## src/rtl/enc_ctrl_pkg.sv

```systemverilog
// Shared types for the encoder parameter controller.
// Latency: n/a (types and constants only).
// Backpressure: n/a.
// Contents: ui_state_t (controller FSM states), rotation-direction encodings.
package enc_ctrl_pkg;

  typedef enum logic [1:0] {
    BROWSE = 2'd0,
    EDIT   = 2'd1,
    COMMIT = 2'd2
  } ui_state_t;

  // Value of enc_clockwise / detent_cw for each rotation direction.
  localparam logic DIR_CW  = 1'b1;
  localparam logic DIR_CCW = 1'b0;

endpackage

```

## src/rtl/enc_event_decoder.sv

```systemverilog
// Turns encoder levels into single-cycle detent/press events plus an accel step.
// Latency: 1 cycle from input edge to registered event strobe.
// Backpressure: none; every event is a one-cycle pulse the consumer must take or lose.
// Ports:
//   clk, reset                          clock, synchronous active-high reset
//   enc_click, enc_clockwise, enc_switch raw debounced encoder levels (switch active-low)
//   detent_stb, detent_cw               one detent and its direction
//   press_stb                           switch press (wins over a same-cycle detent)
//   step                                step size attached to the current detent
module enc_event_decoder #(
  parameter int PARAM_W      = 8,
  parameter int ACCEL_STEP   = 4,
  parameter int ACCEL_WINDOW = 2000000
) (
  input  logic               clk,
  input  logic               reset,
  input  logic               enc_click,
  input  logic               enc_clockwise,
  input  logic               enc_switch,
  output logic               detent_stb,
  output logic               detent_cw,
  output logic               press_stb,
  output logic [PARAM_W-1:0] step
);

  localparam int AW = $clog2(ACCEL_WINDOW + 1);
  localparam logic [AW-1:0] ACC_SAT = AW'(ACCEL_WINDOW);

  logic          enc_click_dly;
  logic          enc_switch_dly;
  logic          armed;
  logic [AW-1:0] accel_cnt;
  logic          detent_raw;
  logic          press_raw;

  // The delay registers come out of reset at idle levels, but an input held
  // active through reset would still look like an edge on the first cycle.
  // 'armed' masks that first cycle so the delay registers can load the real
  // input levels before any edge is believed.
  assign detent_raw = armed & enc_click & ~enc_click_dly;
  assign press_raw  = armed & ~enc_switch & enc_switch_dly;

  always_ff @(posedge clk) begin
    if (reset) begin
      enc_click_dly  <= 1'b1;
      enc_switch_dly <= 1'b1;
      armed          <= 1'b0;
      accel_cnt      <= ACC_SAT;
      detent_stb     <= 1'b0;
      detent_cw      <= 1'b0;
      press_stb      <= 1'b0;
      step           <= PARAM_W'(1);
    end else begin
      armed          <= 1'b1;
      enc_click_dly  <= enc_click;
      enc_switch_dly <= enc_switch;
      press_stb      <= press_raw;
      // Press has priority: a detent in the same cycle is discarded.
      detent_stb     <= detent_raw & ~press_raw;
      detent_cw      <= enc_clockwise;
      // accel_cnt counts cycles since the previous detent edge; a dropped
      // detent still restarts the window since the encoder did rotate.
      if (detent_raw) begin
        accel_cnt <= '0;
        step      <= (accel_cnt < ACC_SAT) ? PARAM_W'(ACCEL_STEP) : PARAM_W'(1);
      end else if (accel_cnt != ACC_SAT) begin
        accel_cnt <= accel_cnt + AW'(1);
      end
    end
  end

endmodule

```

## src/rtl/enc_param_ctrl.sv

```systemverilog
// Rotary-encoder UI: browse/select a parameter, edit a shadow copy, commit on press.
// Latency: 2 cycles input edge to state/value change; commit visible 1 cycle after COMMIT.
// Backpressure: none; strobes are single-cycle pulses with no handshake.
// Ports:
//   clk, reset                             clock, synchronous active-high reset
//   enc_click, enc_clockwise, enc_switch   encoder levels (switch active-low)
//   param_sel                              selected parameter index
//   edit_mode                              high while editing
//   edit_value                             shadow value (mirrors committed value outside EDIT)
//   param_bank                             committed values, entry i at [i*PARAM_W +: PARAM_W]
//   update_stb, update_idx                 commit pulse and the index written
//   abort_stb                              inactivity-timeout pulse
module enc_param_ctrl
  import enc_ctrl_pkg::*;
#(
  parameter int NUM_PARAMS     = 4,
  parameter int PARAM_W        = 8,
  parameter int DEFAULT_VALUE  = 128,
  parameter int MAX_VALUE      = 255,
  parameter int ACCEL_STEP     = 4,
  parameter int ACCEL_WINDOW   = 2000000,
  parameter int TIMEOUT_CYCLES = 250000000
) (
  input  logic                          clk,
  input  logic                          reset,
  input  logic                          enc_click,
  input  logic                          enc_clockwise,
  input  logic                          enc_switch,
  output logic [$clog2(NUM_PARAMS)-1:0] param_sel,
  output logic                          edit_mode,
  output logic [PARAM_W-1:0]            edit_value,
  output logic [NUM_PARAMS*PARAM_W-1:0] param_bank,
  output logic                          update_stb,
  output logic [$clog2(NUM_PARAMS)-1:0] update_idx,
  output logic                          abort_stb
);

  localparam int SEL_W = $clog2(NUM_PARAMS);
  localparam int TW    = $clog2(TIMEOUT_CYCLES + 1);
  localparam logic [SEL_W-1:0]   LAST_SEL = SEL_W'(NUM_PARAMS - 1);
  localparam logic [TW-1:0]      TMO_LAST = TW'(TIMEOUT_CYCLES - 1);
  localparam logic [PARAM_W-1:0] DEF_VAL  = PARAM_W'(DEFAULT_VALUE);
  localparam logic [PARAM_W:0]   MAX_EXT  = (PARAM_W + 1)'(MAX_VALUE);

  ui_state_t state, state_nxt;

  logic               detent_stb;
  logic               detent_cw;
  logic               press_stb;
  logic [PARAM_W-1:0] step;

  logic [PARAM_W-1:0] bank_q [NUM_PARAMS];
  logic [PARAM_W-1:0] cur_val;
  logic [TW-1:0]      tmo_cnt;
  logic               tmo_hit;
  logic               do_commit;
  logic               do_abort;

  logic [PARAM_W:0]   sum_ext;
  logic [PARAM_W-1:0] inc_val;
  logic [PARAM_W-1:0] dec_val;

  enc_event_decoder #(
    .PARAM_W      (PARAM_W),
    .ACCEL_STEP   (ACCEL_STEP),
    .ACCEL_WINDOW (ACCEL_WINDOW)
  ) u_dec (
    .clk           (clk),
    .reset         (reset),
    .enc_click     (enc_click),
    .enc_clockwise (enc_clockwise),
    .enc_switch    (enc_switch),
    .detent_stb    (detent_stb),
    .detent_cw     (detent_cw),
    .press_stb     (press_stb),
    .step          (step)
  );

  assign cur_val = bank_q[param_sel];
  assign tmo_hit = (tmo_cnt == TMO_LAST);

  // Saturating adjust; the add uses one extra bit so it cannot wrap.
  assign sum_ext = {1'b0, edit_value} + {1'b0, step};
  assign inc_val = (sum_ext > MAX_EXT) ? MAX_EXT[PARAM_W-1:0] : sum_ext[PARAM_W-1:0];
  assign dec_val = (edit_value < step) ? '0 : (edit_value - step);

  for (genvar g = 0; g < NUM_PARAMS; g++) begin : g_bank
    assign param_bank[g*PARAM_W +: PARAM_W] = bank_q[g];
  end

  // State register
  always_ff @(posedge clk) begin
    if (reset) begin
      state <= BROWSE;
    end else begin
      state <= state_nxt;
    end
  end

  // Next-state logic; a detent in the timeout cycle counts as activity.
  always_comb begin
    state_nxt = state;
    unique case (state)
      BROWSE: if (press_stb) state_nxt = EDIT;
      EDIT: begin
        if (press_stb) begin
          state_nxt = COMMIT;
        end else if (!detent_stb && tmo_hit) begin
          state_nxt = BROWSE;
        end
      end
      COMMIT:  state_nxt = BROWSE;
      default: state_nxt = BROWSE;
    endcase
  end

  // State-decoded controls
  always_comb begin
    edit_mode = 1'b0;
    do_commit = 1'b0;
    do_abort  = 1'b0;
    unique case (state)
      EDIT: begin
        edit_mode = 1'b1;
        do_abort  = !press_stb && !detent_stb && tmo_hit;
      end
      COMMIT:  do_commit = 1'b1;
      default: ;
    endcase
  end

  // Bank, selection, shadow value, timeout counter and strobes
  always_ff @(posedge clk) begin
    if (reset) begin
      for (int i = 0; i < NUM_PARAMS; i++) bank_q[i] <= DEF_VAL;
      param_sel  <= '0;
      edit_value <= DEF_VAL;
      tmo_cnt    <= '0;
      update_stb <= 1'b0;
      update_idx <= '0;
      abort_stb  <= 1'b0;
    end else begin
      update_stb <= do_commit;
      abort_stb  <= do_abort;

      if (do_commit) begin
        bank_q[param_sel] <= edit_value;
        update_idx        <= param_sel;
      end

      if (state == BROWSE && detent_stb) begin
        if (detent_cw == DIR_CW) begin
          param_sel <= (param_sel == LAST_SEL) ? '0 : param_sel + SEL_W'(1);
        end else begin
          param_sel <= (param_sel == '0) ? LAST_SEL : param_sel - SEL_W'(1);
        end
      end

      if (state == EDIT) begin
        if (detent_stb) begin
          edit_value <= (detent_cw == DIR_CW) ? inc_val : dec_val;
          tmo_cnt    <= '0;
        end else begin
          tmo_cnt <= tmo_cnt + TW'(1);
        end
        if (do_abort) edit_value <= cur_val;
      end else if (state == BROWSE) begin
        // Tracking the bank here also preloads the shadow on entry to EDIT.
        edit_value <= cur_val;
        tmo_cnt    <= '0;
      end
      // COMMIT holds edit_value: it already equals the value being written.
    end
  end

endmodule

```

## config.mk

```make
export PLATFORM = sky130hd
export DESIGN_NAME = enc_param_ctrl
export DESIGN_NICKNAME = d
export VERILOG_FILES = /design/src/rtl/enc_ctrl_pkg.sv /design/src/rtl/enc_event_decoder.sv /design/src/rtl/enc_param_ctrl.sv
export SDC_FILE = /design/constraint.sdc
export NUM_CORES = 1
export LEC_CHECK = 0
export ABC_AREA = 1
export BUFFER_PORTS_ARGS = -buffer_cell sky130_fd_sc_hd__buf_2
export CAP_MARGIN = 20
export CELL_PAD_IN_SITES_DETAIL_PLACEMENT = 1
export CELL_PAD_IN_SITES_GLOBAL_PLACEMENT = 1
export CORE_MARGIN = 3
export CORE_UTILIZATION = 40
export DETAILED_ROUTE_END_ITERATION = 7
export GPL_TIMING_DRIVEN = 0
export MAX_ROUTING_LAYER = met4
export PLACE_DENSITY_LB_ADDON = 0.15
export SYNTH_ARGS = -nofsm -noshare
export SYNTH_HDL_FRONTEND = slang
export SYNTH_SLANG_ARGS = --single-unit
```

## constraint.sdc

```tcl
create_clock -name clk -period 1.9 [get_ports clk]
set_clock_uncertainty 0.15 [all_clocks]
set_input_delay 0.285 -clock clk [delete_from_list [all_inputs] [get_ports clk]]
set_output_delay 0.285 -clock clk [all_outputs]
set_load 0.01 [all_outputs]
```

; ---- Word level (Yosys, flattened, before mapping)
; Memory sizes are Yosys's and may differ from the RTL's. A register that Yosys moved wholly into a read port is not among the register bits.
; Index checks and enable logic that the tools add are counted.
; Widths: inputs -> output; s select.
[word_totals]
ram_bits = 32
word_cells = 90
rom_bits = 0
latch_bits = 0
in_bits = 5
out_inout_bits = 47
mem_count = 1
ff_bits = 79
[mem_list]
columns = memory, words, word_bits, rd, rd_clocked_by_memory_dff, wr, line
row1 = bank_q, 4, 8, 5, 1, 4, enc_param_ctrl.sv:52  ; logic [PARAM_W-1:0] bank_q [NUM_PARAMS];
[op_classes]
bitwise = 8
div = 0
mux = 34
magnitude_cmp = 3
add_sub_neg = 6
shifts = 0
n_reduce_logical = 14
eq_ne = 8
multipliers = 0
[ops]
columns = cell, count
row1 = $mux 28, 3
row2 = $mux 8, 8
row3 = $mux 21, 2
row4 = $add 28x1->28 const B, 1
row5 = $eq 28x28->1 const B, 1
row6 = $add 21x1->21 const B, 1
row7 = $lt 21x21->1 const B, 1
row8 = $ne 21x21->1 const B, 1
row9 = $mux 2, 9
row10 = $mux 1, 10
row11 = $add 8x8->9, 1
row12 = $gt 9x8->1 const B, 1
row13 = $lt 8x8->1, 1
row14 = $reduce_or 8->1, 1
row15 = $sub 8x8->8, 1
row16 = $ne 3x2->1 const B, 2
row17 = $and 1x1->1, 5
row18 = $eq 2x2->1 const B, 2
row19 = $logic_and 1x1->1, 4
row20 = $logic_not 2->1, 2
row21 = $pmux 2 s2, 1
row22 = $reduce_and 2->1, 2
row23 = $reduce_bool 2->1, 2
row24 = $mux 3, 1
row25 = 7 further kinds, 10

; ---- Depth between registers and ports, before layout
; Gate-level depths: netlist (run 1).
[depth]
word_depth = 7
depth_mapped = 13
mapped_depth_nobuf = 13

; ---- Modules after synthesis
; Synthesis (run 1) repeated with hierarchy kept, for this count alone.
[hier_totals]
cells_unflattened = 863
area_unflattened_um2 = 6286.0
[by_module_without_submodules]
columns = mod, instances, cells_per_inst, seq_area_each_um2, area_each_um2
row1 = enc_param_ctrl, 1, 622, 1881.8, 4664.5
row2 = enc_event_decoder, 1, 241, 580.6, 1621.6

; ---- Worst setup path after synthesis (run 1)
; Ideal clock, no wire load.
[synth_path]
path_kind = reg2reg
start = register param_sel[0]
end = memory bank_q[3][0] (enable)
n_path_buf = 0
synth_period_minus_slack_ns = 1.979
stages_incl_launch_ff = 3
t_required_ns = 1.363
setup_time_ns = 0.387
arrival_ns = 1.443
path_slack_ns = -0.079
cell_sequence = dfxtp_1 clkinv_1 o31ai_1
[synth_lines]
columns = item, line
row1 = start: declaration, enc_param_ctrl.sv:29  ; output logic [$clog2(NUM_PARAMS)-1:0] param_sel,
row2 = start signal: assignment, enc_param_ctrl.sv:153  ; param_sel <= (param_sel == LAST_SEL) ? '0 : param_sel + SEL_W'(1);
row3 = start signal: assignment, enc_param_ctrl.sv:155  ; param_sel <= (param_sel == '0) ? LAST_SEL : param_sel - SEL_W'(1);
row4 = end: declaration, enc_param_ctrl.sv:52

; ---- Worst setup path in the final report (run 1)
[layout_path]
start = register edit_value[0]
end = register edit_value[3]
[layout_via]
elab_chain_cells = 7
word_cells_on_any_way = 10
classes_between = add/sub (2) / order compare (2) / mux (6)
[layout_rtl]
columns = item, line
row1 = start: declaration, enc_param_ctrl.sv:31  ; output logic [PARAM_W-1:0] edit_value,
row2 = start signal: assignment, enc_param_ctrl.sv:161  ; edit_value <= (detent_cw == DIR_CW) ? inc_val : dec_val;
row3 = start signal: assignment, enc_param_ctrl.sv:166  ; if (do_abort) edit_value <= cur_val;
row4 = start signal: assignment, enc_param_ctrl.sv:169  ; edit_value <= cur_val;
row5 = $add 8x8->9, enc_param_ctrl.sv:83  ; assign sum_ext = {1'b0, edit_value} + {1'b0, step};
row6 = $gt 9x8->1, enc_param_ctrl.sv:84  ; assign inc_val = (sum_ext > MAX_EXT) ? MAX_EXT[PARAM_W-1:0] : sum_ext[PARAM_W-1:0];
row7 = $mux 8, enc_param_ctrl.sv:84
row8 = $mux 8 *, enc_param_ctrl.sv:161
row9 = $mux 8 *, enc_param_ctrl.sv:160  ; if (detent_stb) begin
row10 = $mux 8 *, enc_param_ctrl.sv:166
row11 = $mux 8 *, enc_param_ctrl.sv:159  ; if (state == EDIT) begin
; Every way passes the cells marked *; elsewhere a longest branch is shown, timed or not. The select of a mux whose other input is x is not followed.
; A chain may end at the register's enable or synchronous reset.

==> results of run 1 <==
## worst register-to-register path, cell delays in order, from the launching register on
cell and delay [ns]:
dfxtp_4 0.41, inv_6 0.05, ha_4 0.16, ha_4 0.17
o21ai_4 0.21, nor2_4 0.06, nor2_4 0.23, nand2_1 0.11
a31oi_1 0.16, nor2_1 0.07, nor2_1 0.08
## final cells by class
class / count / share of cell area
Clock buffer: 10 / 0.0321
Inverter: 100 / 0.0582
Sequential cell: 107 / 0.352
Tap cell: 180 / 0.0315
Multi-Input combinational cell: 554 / 0.440
Buffer: 18 / 0.0138
Clock inverter: 6 / 0.00981
Timing Repair Buffer: 75 / 0.0629
## stage by stage
stage	hold slack, ns	utilization	power (mW)
6_report	0.150	0.510	5.08
5_1_grt	0.166	0.510	5.26
4_1_cts	0.138	0.488	5.06
3_5_place_dp	0.329	0.447	3.04
3_3_place_gp	0.315	0.447	3.02
2_1_floorplan	0.240	-	2.85
## worst min-delay path by stage
stage / end / slack (ns) / cells past startpoint
global placement: tmo_cnt[20] / 0.32 / 2
finish: update_stb / 0.15 / 2
detailed placement: tmo_cnt[20] / 0.33 / 2
CTS: update_stb / 0.14 / 2
global route: update_stb / 0.17 / 2
floorplan: u_dec.enc_switch_dly / 0.24 / 2
## power groups by stage
stage | clock (mW) | combinational, mW | sequential (mW)
after floorplan | 0 | 0.329 | 2.52
after global placement | 0 | 0.500 | 2.52
after detailed placement | 0 | 0.518 | 2.52
after CTS | 2.01 | 0.574 | 2.47
after global routing | 2.09 | 0.688 | 2.49
final | 1.98 | 0.626 | 2.48
## what timing repair did
action | in CTS | in global routing
hold endpoints to repair | 3 | 0
pin swaps | 8 | 16
setup endpoints to repair | 59 | 59
resized for setup | 50 | 73
hold buffers | 3 | 0
setup buffers | 8 | 14
gates cloned | 0 | 0
## cells in the final DEF (no fill, tap or decap), types with 5 or more instances in the layout
master | Yosys | layout
clkbuf_1 | 10 | 6
o21ai_0 | 33 | 28
ha_1 | 11 | 5
o21ai_1 | 14 | 17
clkbuf_16 | 0 | 9
a21oi_1 | 63 | 60
nand3_2 | 7 | 10
inv_2 | 17 | 17
edfxtp_1 | 32 | 32
buf_4 | 1 | 21
nand2_2 | 5 | 7
buf_2 | 7 | 57
nand2_1 | 181 | 171
inv_6 | 0 | 6
dfxtp_2 | 0 | 17
nor2_4 | 6 | 15
inv_4 | 0 | 5
nand4_1 | 19 | 19
ha_4 | 0 | 6
nand3_1 | 44 | 39
nand2_4 | 2 | 8
a21oi_2 | 5 | 8
nor4_1 | 5 | 5
nor2_2 | 7 | 5
dfxtp_4 | 0 | 7
nor3_1 | 19 | 19
dfxtp_1 | 75 | 51
inv_1 | 76 | 70
nor2_1 | 91 | 84
## routing by layer
| metal | vias up | global-route usage |
|---|---|---|
| met2 | 110 | 0.417 |
| met4 | 0 | 0.103 |
| li1 | 2772 | - |
| met1 | 2802 | 0.284 |
| met5 | - | - |
| met3 | 42 | 0.0242 |
## sequential cells by signal, summed over array words and instances (netlist names), named ones only
| register | flops |
|---|---|
| u_dec.detent_cw | 1 |
| u_dec.step | 2 |
| param_sel | 2 |
| u_dec.enc_switch_dly | 1 |
| bank_q | 32 |
| edit_value | 8 |
| tmo_cnt | 28 |
| state | 2 |
| u_dec.armed | 1 |
| u_dec.enc_click_dly | 1 |
| update_stb | 1 |
| update_idx | 2 |
| abort_stb | 1 |
| u_dec.press_stb | 1 |
| u_dec.accel_cnt | 21 |
| u_dec.detent_stb | 1 |
## cell usage after synthesis, drive strengths merged
| cell | n |
|---|---|
| nor3 | 23 |
| nand3 | 52 |
| o22ai | 3 |
| dfxtp | 75 |
| o221ai | 1 |
| a221oi | 5 |
| nor2 | 104 |
| nand4 | 19 |
| nor4 | 6 |
| a211oi | 4 |
| a311oi | 1 |
| o21a | 2 |
| a21oi | 68 |
| clkinv | 7 |
| buf | 10 |
| inv | 93 |
| nand2 | 188 |
| a31oi | 3 |
| or2 | 1 |
| nand3b | 2 |
| o211ai | 4 |
| a32o | 1 |
| clkbuf | 10 |
| o21ai | 47 |
| ha | 11 |
| o31ai | 3 |
| edfxtp | 32 |
| xnor2 | 1 |
| a21o | 1 |
| o221a | 1 |
| o21bai | 1 |
| xor2 | 2 |
## cells by family (layout without fill, tap and decap cells)
| logic type | Yosys count | after routing | synth area share |
|---|---|---|---|
| and+or+nand+nor | 395 | 395 | 0.317 |
| AOI/OAI and AO/OA | 145 | 145 | 0.144 |
| buffers and inverters | 120 | 209 | 0.0829 |
| DFF | 107 | 107 | 0.427 |
| adders and majority gates | 11 | 11 | 0.0239 |
| xor gates and xnor gates | 3 | 3 | 0.00456 |
==> reports/qor.txt, run 1 <==
Max Root-Sink Buffers: 2
Worst hold path class: input pin to flop
Max-Slew Margin vs Limit: 0.440
Drt total wl: 18,900 um
CP Cell Sequence: inv_6 > ha_4 > ha_4 > o21ai_4 > nor2_4 > nor2_4 > nand2_1 > a31oi_1 > nor2_1 > nor2_1
Cell Pwr Density: 712 nW/um^2
Max cap viols: 0
Gate power share: 0.123
Register area: 2510 sq um
Synth area leader: dfxtp_1
GPL Wtd Cong: 0.943
Post-route insts no fill: 1,050
Rows: 43
Ports: 52
Post-synthesis net count: 797
Failing checks: negative setup slack
RSZ-0062 raised after global routing: true
Total negative slack: -0.0494 ns
Synth cell types: 49
Area share of the largest cell type after synthesis: 0.261
CP Capture Point: edit_value[3]
DP Worst Slack: -0.350 ns
Num CTS Buffers: 9
CP Capture Type: flop
Worst R2R End: edit_value[3]
Area contributors post-synth: dfxtp_1, edfxtp_1, nand2_1
R2R setup slack: -0.02 ns
FF-to-FF path depth: 10
Clock network power share: 0.389
Largest net degree at the start of global routing: 20
Root buf cell: clkbuf_16
Post-synth design cell area: 5760 sq um
Cells after DPL: 1,011
CP max stage cell: dfxtp_4
Syn_area_per_cell: 7.38 sq um
CP Launch Point: edit_value[0]
H-tree lvl count: 3
DP HPWL: 13,500 um
R2r startpoint: edit_value[0]
Sw Share: 0.278
Period minus WS final: 1.92 ns
Warnings from Yosys: 0
Cell family with most CP delay: simple AND/OR/NAND/NOR gates
CP bufs+invs: 1
CP Data Arrival Time: 2.07 ns
Area Overhead vs Synth: 23.9%
Footprint of the multi-input gates: 3140 sq um
Fin. max-slew vios: 0
Status: finished with violations
Post-detailed-route count of antenna-violating nets: 0
Critical Path RT: 2.05 ns
Die ar.: 15,900 sq um
Number of global-route vias before repair: 5,907
Sw Pwr: 1.41 mW
CP Launch Type: flop
Initial Utilization: 0.412
Slowest cell delay on critical path: 0.41 ns
WL per Instance: 18.0 um
Leak pwr: 2.77 nW
Vias post-DR: 5,726
Clock Sinks: 107
Drt first pass iters: 4
Sequential Power Share: 0.488
Synth Instances: 781
Final instance area: 7140 sq um
Via-per-instance ratio: 5.45
Peak Freq: 520 MHz
CTS tree: built
Period Utilization, post-route: 1.01
Peak supply drop: 0.411 mV
CP Depth: 10
CP Class: flop to flop
Initial antenna violation count: 0
Uppermost routed layer: met4
Wire length on met3: 491 um
Final setup viols: 3
Met2 wire len: 9720 um
Final Hold Viols: 0
Seq cells post-synth: 107
Core ar.: 14,000 sq um
Port Buffers: 50
First-pass GRT wire length: 29,800 um
Skew-Pair Late Insertion Delay: 0.36 ns
CP max FO: 7
Gr ovfl total: 0
Chip Height: 126 um
Number of antenna diodes: 0
Final #Nets: 881
Total global-route track usage: 0.240
Placed inst area: 6250 sq um
Final WS setup: -0.0241 ns
Int Pwr: 3.67 mW
Sequential area share after synthesis: 0.427
1st-iter DRT viols: 234
Slew @ Worst Pin: 0.840 ns
Residual DRC: 0
Horiz. Die Dim: 126 um
WL met1: 8140 um
Hold path startpoint: reset
Filler cells: 1,757
Layout cells sized above 1: 0.260
Clk slew on worst S/H paths: 0.08 ns
No activity file was read; power rests on OpenSTA's default activity.
==> run 2: changes to the inputs <==
--- a/config.mk
+++ b/config.mk
@@ -11,7 +11,8 @@
 export CELL_PAD_IN_SITES_DETAIL_PLACEMENT = 1
 export CELL_PAD_IN_SITES_GLOBAL_PLACEMENT = 1
 export CORE_MARGIN = 3
-export CORE_UTILIZATION = 40
+export CORE_UTILIZATION = 41
+export CTS_BUF_LIST = sky130_fd_sc_hd__clkbuf_4
 export DETAILED_ROUTE_END_ITERATION = 7
 export GPL_TIMING_DRIVEN = 0
 export MAX_ROUTING_LAYER = met4
==> reports/qor.txt, run 2 (synthesized netlist as in run 1, its figures left out) <==
Max Root-Sink Buffers: 2 (unchanged)
RSZ-0062 raised after global routing: true
Post-detailed-route count of antenna-violating nets: 0 (unchanged)
Hold path startpoint: reset
Peak supply drop: 0.367 mV (-11%)
CP Cell Sequence: inv_2 > ha_4 > inv_6 > buf_12 > o21ai_4 > nor2_4 > nor2_4 > nand2_1 > a31oi_1 > nor2_1 > nor2_1
CP Data Arrival Time: 2.29 ns (+0.22 ns)
1st-iter DRT viols: 478 (+100%)
Initial Utilization: 0.427 (+0.0147)
Residual DRC: 0 (unchanged)
Port Buffers: 50 (unchanged)
CP max FO: 7 (unchanged)
Chip Height: 125 um (-1.2%)
Max FFs per register: 32 (unchanged)
Core ar.: 13,500 sq um (-3.5%)
Leak pwr: 2.76 nW (-0.51%)
Cell family with most CP delay: simple AND/OR/NAND/NOR gates
Largest net degree at the start of global routing: 20 (unchanged)
FF-to-FF path depth: 11 (+1)
Hold path cells: 4 (+2)
Final Hold Viols: 0 (unchanged)
CP Launch Point: u_dec.step[2]
Clock Sinks: 107 (unchanged)
Gr ovfl total: 0 (unchanged)
Final core occ: 0.524 (+0.0133)
Final setup viols: 5 (+2)
Fin. max-slew vios: 0 (unchanged)
Vias post-DR: 5,857 (+2.3%)
Peak Freq: 505 MHz (-2.9%)
Period Utilization, post-route: 1.04 (+0.0305)
First-pass GRT wire length: 30,400 um (+2.0%)
Clk slew on worst S/H paths: 0.19 ns (+0.11 ns)
Via-per-instance ratio: 5.54 (+1.6%)
Skew-Pair Late Insertion Delay: 0.51 ns (+0.15 ns)
Total negative slack: -0.189 ns (-0.139 ns)
Max-Slew Margin vs Limit: 0.367 (-0.0730)
Drt first pass iters: 5 (+1)
Status: finished with violations
Filler cells: 1,698 (-3.4%)
Largest regs: bank_q: 32 flops, tmo_cnt: 28 flops, u_dec.accel_cnt: 21 flops
CP Capture Type: flop
Die ar.: 15,500 sq um (-2.3%)
Period minus WS final: 1.98 ns (+0.0579 ns)
Number of global-route vias before repair: 6,055 (+2.5%)
Drt total wl: 19,300 um (+2.1%)
Ports: 52 (unchanged)
Failing checks: negative setup slack
Largest register by flop count: bank_q
Worst hold path class: input pin to flop
Horiz. Die Dim: 125 um (-1.2%)
R2r startpoint: u_dec.step[2]
Initial antenna violation count: 1 (+1)
DP HPWL: 13,300 um (-1.1%)
Num CTS Buffers: 9 (unchanged)
Slew @ Worst Pin: 0.950 ns (+0.109 ns)
Pwr Total: 4.30 mW (-15%)
Layout cells sized above 1: 0.272 (+0.0118)
H-tree lvl count: 3 (unchanged)
Placed inst area: 6240 sq um (about the same)
Most common cell after layout, fill and taps aside: nand2_1
Hold WS: 0.180 ns (+0.0302 ns)
Final #Nets: 891 (+1.1%)
Total global-route track usage: 0.249 (+0.00845)
CTS tree: built
Area Overhead vs Synth: 22.7%
Final WS setup: -0.0820 ns (-0.0579 ns)
Final instance area: 7070 sq um (-0.93%)
CP Launch Type: flop
CP max stage cell: dfxtp_2
WL per Instance: 18.3 um (+1.4%)
Critical Path RT: 2.21 ns (+0.16 ns)
GPL Wtd Cong: 0.936 (-0.80%)
CP bufs+invs: 3 (+2)
Commonest non-fill, non-tap cells in the layout: nand2_1, nor2_1, inv_1
CP Depth: 11 (+1)
Slowest cell delay on critical path: 0.38 ns (-0.03 ns)
Rows: 42 (-2.3%)
Root buf cell: clkbuf_4
Max cap viols: 0 (unchanged)
Cell Pwr Density: 608 nW/um^2 (-15%)
CP Class: flop to flop
-- run 2: changes by cell type in the layout (fill, tap and decap cells not counted), sizes merged --
cell         change
bufinv           -1
buf              +7
dlygate4sd3      +2
diode            +1
clkinvlp         -2
clkinv           +4
-- run 2: layout make-up --
class                      instances  area (sq um)  share of cell area
antenna                            1          2.50            0.000354
buffer                            18          98.8              0.0140
clock buffer                       9          67.6             0.00955
clock inverter                     7          58.8             0.00831
inverter                         100           403              0.0570
multi-input combinational        554          3140               0.444
sequential                       107          2520               0.356
tap                              176           220              0.0311
timing repair buffer              85           562              0.0794
-- run 2: routing by layer --
metal,GRT usage,wire (um),vias to the layer above
met5,-,0,-
met4,0.112,633,0
met3,0.0493,764,45
met2,0.428,9790,156
met1,0.279,8140,2861
li1,-,-,2795
-- run 2: worst paths after layout --
check,end,slack (ns)
setup / recovery,edit_value[3],-0.08
hold / removal,u_dec.accel_cnt[4],0.18
setup reg to reg,edit_value[3],-0.08
hold reg to reg,u_dec.accel_cnt[0],0.34
-- run 2: tightest hold or removal path, cell delays in order --
cell     delay (ns)
buf_2          0.21
nor2_1         0.16
o21ai_0        0.10
a21oi_1        0.04
-- run 2: repair_timing --
item,CTS,global route
endpoints found under the setup margin,51,72
hold buffers,5,0
pin swaps,8,28
endpoints found under the hold margin,9,0
buffers inserted,17,13
gates resized for setup,50,77
-- run 2: power breakdown --
group / internal (mW) / switching [mW]
Clock: 0.296 / 0.872
Sequential: 2.41 / 0.0668
Combinational: 0.243 / 0.416
Total: 2.95 / 1.35
-- run 2: stage by stage --
| stage | instances | setup slack, ns |
|---|---|---|
| 4_1_cts | 1044 | -0.0526 |
| 2_1_floorplan | 781 | 0.0162 |
| 6_report | 1057 | -0.0820 |
| 3_3_place_gp | 1007 | -0.362 |
| 5_1_grt | 1057 | -0.141 |
| 3_5_place_dp | 1007 | -0.416 |
